==> src/rtl/i2s_rx_pkg.sv <==
// i2s_rx_pkg: constants and state type shared by the I2S receive path
package i2s_rx_pkg;
  localparam int SAMPLE_W_DEF = 16;
  localparam int SLOT_W_DEF = 32;
  localparam logic LRC_LEFT = 1'b0;
  typedef enum logic {HUNT, RUN} state_t;
endpackage

==> src/rtl/i2s_rx_sync_edge.sv <==
// i2s_rx_sync_edge: 2-FF synchronizer plus rising-edge detect for one async input
//   clk_i, rst_i : system clock, sync active-high reset
//   d            : asynchronous input
//   q            : synchronized level
//   rise         : one-cycle pulse on a synchronized 0->1 transition
module i2s_rx_sync_edge (
  input  logic clk_i,
  input  logic rst_i,
  input  logic d,
  output logic q,
  output logic rise
);
  logic [2:0] r;
  always_ff @(posedge clk_i) r <= rst_i ? 3'b0 : {r[1:0], d};
  assign q = r[1];
  assign rise = r[1] & ~r[2];
endmodule

==> src/rtl/i2s_rx.sv <==
// i2s_rx: slave I2S receiver delivering SAMPLE_W-bit left/right pairs on valid/ready
//   clk_i, rst_i             : system clock (>= 4x bclk), sync active-high reset
//   bclk_i, lrc_i, sda_i     : asynchronous I2S bit clock, word select (0 = left), data
//   left_o, right_o, valid_o : held sample pair and its valid flag
//   ready_i                  : consumer accepts the held pair
//   overflow_o               : pulse when a completed pair is dropped
//   frame_err_o              : pulse on a short slot or lost word select
module i2s_rx import i2s_rx_pkg::*; #(
  parameter int SAMPLE_W = SAMPLE_W_DEF,
  parameter int SLOT_W = SLOT_W_DEF
) (
  input  logic                clk_i,
  input  logic                rst_i,
  input  logic                bclk_i,
  input  logic                lrc_i,
  input  logic                sda_i,
  output logic [SAMPLE_W-1:0] left_o,
  output logic [SAMPLE_W-1:0] right_o,
  output logic                valid_o,
  input  logic                ready_i,
  output logic                overflow_o,
  output logic                frame_err_o
);
  localparam int CW = $clog2(SLOT_W + 2);
  localparam logic [CW-1:0] LAST = CW'(SAMPLE_W - 1);
  localparam logic [CW-1:0] FULL = CW'(SAMPLE_W);
  localparam logic [CW-1:0] OVER = CW'(SLOT_W);
  localparam logic [CW-1:0] SAT = CW'(SLOT_W + 1);
  state_t st, st_n;
  logic bit_edge, bclk, lrc, sda, lrc_rise, sda_rise, unused;
  logic lrc_prev, chan, have_left, boundary, word_done, frame_err, pair;
  logic [CW-1:0] bit_cnt;
  logic [SAMPLE_W-1:0] shreg, left_hold, word;
  i2s_rx_sync_edge u_bclk (.clk_i(clk_i), .rst_i(rst_i), .d(bclk_i), .q(bclk), .rise(bit_edge));
  i2s_rx_sync_edge u_lrc (.clk_i(clk_i), .rst_i(rst_i), .d(lrc_i), .q(lrc), .rise(lrc_rise));
  i2s_rx_sync_edge u_sda (.clk_i(clk_i), .rst_i(rst_i), .d(sda_i), .q(sda), .rise(sda_rise));
  assign unused = ^{bclk, lrc_rise, sda_rise};
  always_ff @(posedge clk_i) st <= rst_i ? HUNT : st_n;
  // word includes the bit sampled on this edge so a pair can load one cycle after its last bit
  always_comb begin
    boundary = lrc != lrc_prev;
    word = {shreg[SAMPLE_W-2:0], sda};
    word_done = bit_edge && st == RUN && !boundary && bit_cnt == LAST;
    frame_err = bit_edge && st == RUN && (boundary ? bit_cnt < FULL : bit_cnt == OVER);
    pair = word_done && chan && have_left;
    st_n = frame_err ? HUNT : (bit_edge && boundary && lrc == LRC_LEFT) ? RUN : st;
  end
  always_ff @(posedge clk_i) begin
    if (rst_i) begin
      lrc_prev <= 1'b0;
      chan <= 1'b0;
      bit_cnt <= '0;
      shreg <= '0;
      left_hold <= '0;
      have_left <= 1'b0;
      left_o <= '0;
      right_o <= '0;
      valid_o <= 1'b0;
      overflow_o <= 1'b0;
      frame_err_o <= 1'b0;
    end else begin
      overflow_o <= 1'b0;
      frame_err_o <= frame_err;
      if (bit_edge) begin
        lrc_prev <= lrc;
        if (boundary) begin
          bit_cnt <= '0;
          chan <= lrc;
        end else begin
          if (bit_cnt < FULL) shreg <= word;
          if (bit_cnt != SAT) bit_cnt <= bit_cnt + 1'b1;
        end
      end
      if (frame_err) have_left <= 1'b0;
      else if (word_done && !chan) begin
        left_hold <= word;
        have_left <= 1'b1;
      end else if (word_done) have_left <= 1'b0;
      if (pair && (!valid_o || ready_i)) begin
        left_o <= left_hold;
        right_o <= word;
        valid_o <= 1'b1;
      end else begin
        overflow_o <= pair;
        if (ready_i) valid_o <= 1'b0;
      end
    end
  end
endmodule
==> config.mk <==
export PLATFORM = sky130hd
export DESIGN_NAME = i2s_rx
export DESIGN_NICKNAME = d
export VERILOG_FILES = /design/src/rtl/i2s_rx_pkg.sv /design/src/rtl/i2s_rx_sync_edge.sv /design/src/rtl/i2s_rx.sv
export SDC_FILE = /design/constraint.sdc
export NUM_CORES = 1
export LEC_CHECK = 0
export ABC_AREA = 1
export CAP_MARGIN = 25
export CORE_MARGIN = 2
export CORE_UTILIZATION = 41
export CTS_BUF_LIST = sky130_fd_sc_hd__clkbuf_4 sky130_fd_sc_hd__clkbuf_8
export DETAILED_ROUTE_END_ITERATION = 10
export PLACE_DENSITY = 0.71
export SYNTH_ARGS = -nofsm -noshare
export SYNTH_HDL_FRONTEND = slang
export SYNTH_SLANG_ARGS = --single-unit
export TNS_END_PERCENT = 10
==> constraint.sdc <==
create_clock -name clk_i -period 4 [get_ports clk_i]
set_input_delay 1 -clock clk_i [delete_from_list [all_inputs] [get_ports clk_i]]
set_output_delay 1 -clock clk_i [all_outputs]
set_load 0.05 [all_outputs]
==> results.ini, run 1 <==
[sta]
rsz0062_at_grt = false
tns_ns = 0
hold_ws_ns = 0.404
slew_violations = 0
final-setup-viol-count = 0
fin_crit_sh_pct = 63.3
min_period_ns = 2.53
max_freq_mhz = 395
tightest_slew_ns = 0.844
max_slew_margin_pct = 43.6
finalClockSkew_ns = 0.0103
hold_viol_final = 0

[detailed_routing]
dr.pass1.iters = 4
ant_nets = 0
wl_um = 6490
num_vias = 2807
post_drt_wl_per_cell_um = 10.7
viasPerCell = 4.62
drc = 0
drt-initial-drc-count = 163

[global_routing]
grt_start_max_net_pins = 65
antenna_found_initial = 0
grt_pass1_vias = 2521
track_usage_pct = 15.9
grt_first_pass_wirelength_um = 11300
grt-ovfl-total = 0

[clock_network]
htreeDepth = 3
cts_root_buffer = clkbuf_8
cts-hold-fix-buffers = 0
clockBufferDepth = 2
cts_num_sinks = 83
cts_resized = 0
cts_tree = built
clk_pin_slew_ns = 0.08
insertion_delay_ns = 0.36
cts_buffers = 9
cts_setup_buffers = 0

[logic_synthesis]
yosys_warnings = 0
syn-cell-area_um2 = 3360
synth_area_per_cell_um2 = 7.20
postSynthCellCount = 467
synth_top_cell_area_share_pct = 49.4
yosysSeqAreaShare_pct = 49.4
yosys.area.top_type = dfxtp_1
syn_nets = 476
synth_area_leaders = dfxtp_1 49%, nor2_1 13%, nand2_1 12%
synth_cell_types = 23
synth_seq_cells = 83

[worst_setup_path]
critPathLaunchType = register
r2r-end = left_o[6]
r2r-start = bit_cnt[0]
r2r_cells = 7
worstSetupPathType = register to register
arrival_ns = 2.82
required_ns = 4.29
ff2ff_setup_slack_ns = 1.47
worstSetupEndpointType = register
path_max_fanout = 64

[worst_hold_path]
worstHoldPathType = register to register
holdPathStages = 2
worstHoldEndpoint = u_bclk.r[1]
hp-start = u_bclk.r[0]

[flow_run]
cap_violations = 0

[floorplanning]
coreArea_um2 = 8090
die_h_um = 94.6
dieWidth_um = 94.6
design.portCount = 41
row_count = 33
die-area_um2 = 8950
start_util_pct = 41.6

[pwr]
p_leak_nw = 1.80
ir_worst_vdd_mv = 0.221
pwr_density_cell_nw_per_um2 = 398

[final_layout]
antenna_cells = 0
nets = 507
area_growth_pct = 19.0
most-common-layout-cells = 115 x nor2_1, 108 x nand2_1, 83 x dfxtp_1, 53 x inv_1, 40 x clkdlybuf4s50_1
layout-drive-gt1-share_pct = 5.57
final_common_cell = nor2_1

[placed_design]
gp_congestion = 0.726
dpl.hpwl_um = 4140
port_buffers = 40

[status]
status = finished, final reports clean

-- through the flow --
stage	power, W	utilization (%)	cells	area, µm²	setup WS, ns
after floorplan	0.000904	-	467	3360	2.27
after global placement	0.000918	46.6	592	3770	1.23
after detailed placement	0.000920	46.6	592	3770	1.19
after CTS	0.00160	49.5	608	4010	1.44
after global routing	0.00165	49.5	608	4010	1.15
final	0.00159	49.5	608	4010	1.47
-- Yosys cell counts --
master,instances
inv_2,3
clkinv_1,1
inv_1,53
nand3_4,1
nor2_1,115
nand4_1,17
buf_6,6
dfxtp_1,83
buf_4,3
nand3_1,6
buf_1,1
nor3_1,2
nand2_2,1
ha_1,3
nor2_4,2
buf_2,3
nand3_2,1
o21ai_0,21
nand2_1,108
a21oi_1,26
clkbuf_1,9
nand4_4,1
nand4_2,1
-- worst max path at each step --
stage	endpoint	depth (start not counted)	startpoint	slack (ns)
floorplan	frame_err_o	3	rst_i	2.27
global placement	right_o[10]	6	ready_i	1.23
detailed placement	right_o[2]	6	ready_i	1.19
CTS	left_o[6]	7	bit_cnt[0]	1.44
global route	right_o[6]	7	bit_cnt[0]	1.15
finish	left_o[6]	7	bit_cnt[0]	1.47
-- final cells by class --
cell class / instances / area (µm²)
Sequential cell: 83 / 1660
Multi-Input combinational cell: 305 / 1350
Inverter: 57 / 214
Timing Repair Buffer: 42 / 415
Fill cell: 813 / 4090
Clock inverter: 5 / 85.1
Tap cell: 105 / 131
Clock buffer: 11 / 151
-- logic make-up (layout without fill, tap and decap cells) --
logic type                 Yosys count  in the layout  share of synthesized area (%)
DFF                                 83             83                           49.4
and+or+nand+nor                    255            255                           31.9
buffers and inverters               79            115                           10.6
AOI/OAI and AO/OA                   47             47                           6.99
adders and majority gates            3              3                           1.12
-- metal layers --
layer | vias to the layer above | routed length (µm) | track usage, %
li1 | 1500 | - | -
met2 | 60 | 2790 | 25.7
met1 | 1233 | 3240 | 20.2
met5 | - | 0 | 0
met4 | 0 | 123 | 7.61
met3 | 14 | 340 | 3.35
-- worst max-delay path, stage by stage (launching register included) --
cell	delay, ns
dfxtp_1	0.40
ha_1	0.23
nand3_2	0.12
nor2_4	0.45
nand4_4	0.76
nand2_1	0.29
nand2_1	0.09
nor2_1	0.11
-- sequential cells by signal (all words and copies together), names as in the netlist --
| name | count |
|---|---|
| u_lrc.r | 2 |
| u_sda.r | 2 |
| valid_o | 1 |
| left_hold | 16 |
| lrc_prev | 1 |
| u_bclk.r | 3 |
| overflow_o | 1 |
| st | 1 |
| left_o | 16 |
| right_o | 16 |
| chan | 1 |
| frame_err_o | 1 |
| bit_cnt | 6 |
| have_left | 1 |
| shreg | 15 |
-- power breakdown --
part,switching (W),leakage (nW),internal [W]
Combinational,0.0000342,1.01,0.0000174
Sequential,0.0000111,0.671,0.000838
Clock,0.000304,0.116,0.000388
Power figures use the tool's default switching activity.
==> run 2: changes to the inputs <==
==> constraint.sdc (replaced) <==
create_clock -name clk_i -period 2.57 [get_ports clk_i]
set_input_delay 0.6425 -clock clk_i [delete_from_list [all_inputs] [get_ports clk_i]]
set_output_delay 0.6425 -clock clk_i [all_outputs]
set_load 0.05 [all_outputs]
==> results.ini, run 2 (synthesis results as in run 1) <==
[detailed_routing]
wl_met3_um = 298
wl_um = 6470
viasPerCell = 4.57
dr.pass1.iters = 4
ant_nets = 0
num_vias = 2789
maxUsedRoutingLayer = met4
drt-initial-drc-count = 125
post_drt_wl_per_cell_um = 10.6
wl_met2_um = 2860
wl_met1_um = 3210
drc = 0

[final_layout]
reg_top3 = left_hold (16), left_o (16), right_o (16)
multi_input_area_um2 = 1350
final_core_util_pct = 49.7
layout-drive-gt1-share_pct = 5.94
nets = 509
fillers = 848
final_common_cell = nor2_1
most-common-layout-cells = 115 x nor2_1, 108 x nand2_1, 83 x dfxtp_1, 53 x inv_1, 40 x clkdlybuf4s50_1
finalNonFillerCells = 610
antenna_cells = 0
register_area_um2 = 1660
area_growth_pct = 19.4

[clock_network]
clockBufferDepth = 2
cts_root_buffer = clkbuf_8
htreeDepth = 3
cts_buffers = 9
cts_setup_buffers = 0
cts-hold-fix-buffers = 0
clk_pin_slew_ns = 0.08
cts_num_sinks = 83
cts_tree = built
cts_resized = 0
insertion_delay_ns = 0.35

[sta]
tns_ns = 0
min_period_ns = 2.17
final-setup-viol-count = 0
max_slew_margin_pct = 57.5
rsz0062_at_grt = false
setup_ws_ns = 0.405
fin_crit_sh_pct = 84.3
hold_viol_final = 0
tightest_slew_ns = 0.637
slew_violations = 0
finalClockSkew_ns = 0.0110
max_freq_mhz = 462

[pwr]
p_leak_nw = 1.80
pwr-share-seq_pct = 55.6
p_sw_share_pct = 23.5
p_comb_share_pct = 3.5
pwr_density_cell_nw_per_um2 = 592
intPower_w = 0.00182
ir_worst_vdd_mv = 0.277
p_clk_share_pct = 40.9
power_w = 0.00238
switching_power_w = 0.000560

[worst_setup_path]
cpMaxStageDelayCell = clkdlybuf4s50_1
required_ns = 1.93
critPathLaunchType = register
path_max_fanout = 3
cp_cell_sequence = clkdlybuf4s50_1
worstSetupPathType = register to output pin
max_stage_delay_ns = 0.81
arrival_ns = 1.52
ff2ff_setup_slack_ns = 0.78
path_delay_family = buffers and inverters
worstSetupEndpointType = output pin
worst-path-buf-inv = 1

[floorplanning]
coreArea_um2 = 8090
start_util_pct = 41.6
die-area_um2 = 8950
row_count = 33
design.portCount = 41
die_h_um = 94.6
dieWidth_um = 94.6

[worst_hold_path]
worstHoldPathType = register to register

[flow_run]
cap_violations = 0

[global_routing]
grt-ovfl-total = 0
track_usage_pct = 16.1
grt_start_max_net_pins = 65
antenna_found_initial = 0
grt_first_pass_wirelength_um = 11500
grt_pass1_vias = 2633

[status]
status = finished, final reports clean

[placed_design]
dpl.hpwl_um = 4280
gp_congestion = 0.847
port_buffers = 40
dpl.cell_count = 594
pre_cts_slack_ns = 0.428

run 2: final timing paths:
kind               startpoint      endpoint  cells past startpoint
hold / removal    u_bclk.r[0]   u_bclk.r[1]                      2
setup reg to reg   bit_cnt[0]  left_hold[1]                      7
hold reg to reg   u_bclk.r[0]   u_bclk.r[1]                      2
setup / recovery      valid_o       valid_o                      1
run 2: layout make-up:
type,instances,area share [%]
timing repair buffer,44,11.3
multi-input combinational,305,33.5
clock inverter,6,1.81
inverter,57,5.32
clock buffer,10,3.42
tap,105,3.27
sequential,83,41.3
run 2: worst reg2reg max path, cell delays in order, from the launching register on:
cell and delay (ns):
dfxtp_1 0.41, ha_1 0.23, nand3_2 0.12, nor2_4 0.23
buf_4 0.26, nand3_4 0.22, nand2_1 0.14, a21oi_1 0.07
run 2: routing by layer:
metal | global-route usage (%) | up-vias
met2 | 26.3 | 57
met5 | 0 | -
li1 | - | 1503
met1 | 20.6 | 1222
met3 | 3.51 | 7
met4 | 7.00 | 0
run 2: power groups by stage:
stage / clock network, W / registers, W / logic, W
floorplan: 0 / 0.00135 / 0.0000602
global placement: 0 / 0.00135 / 0.0000806
detailed placement: 0 / 0.00135 / 0.0000838
CTS: 0.000996 / 0.00132 / 0.0000841
global route: 0.00105 / 0.00132 / 0.0000950
finish: 0.000973 / 0.00132 / 0.0000838
run 2: per-stage QoR:
stage	hold WS, ns	cell area (µm²)
2_1_floorplan	0.388	3360
3_3_place_gp	0.390	3810
3_5_place_dp	0.395	3810
4_1_cts	0.406	4020
5_1_grt	0.420	4020
6_report	0.404	4020
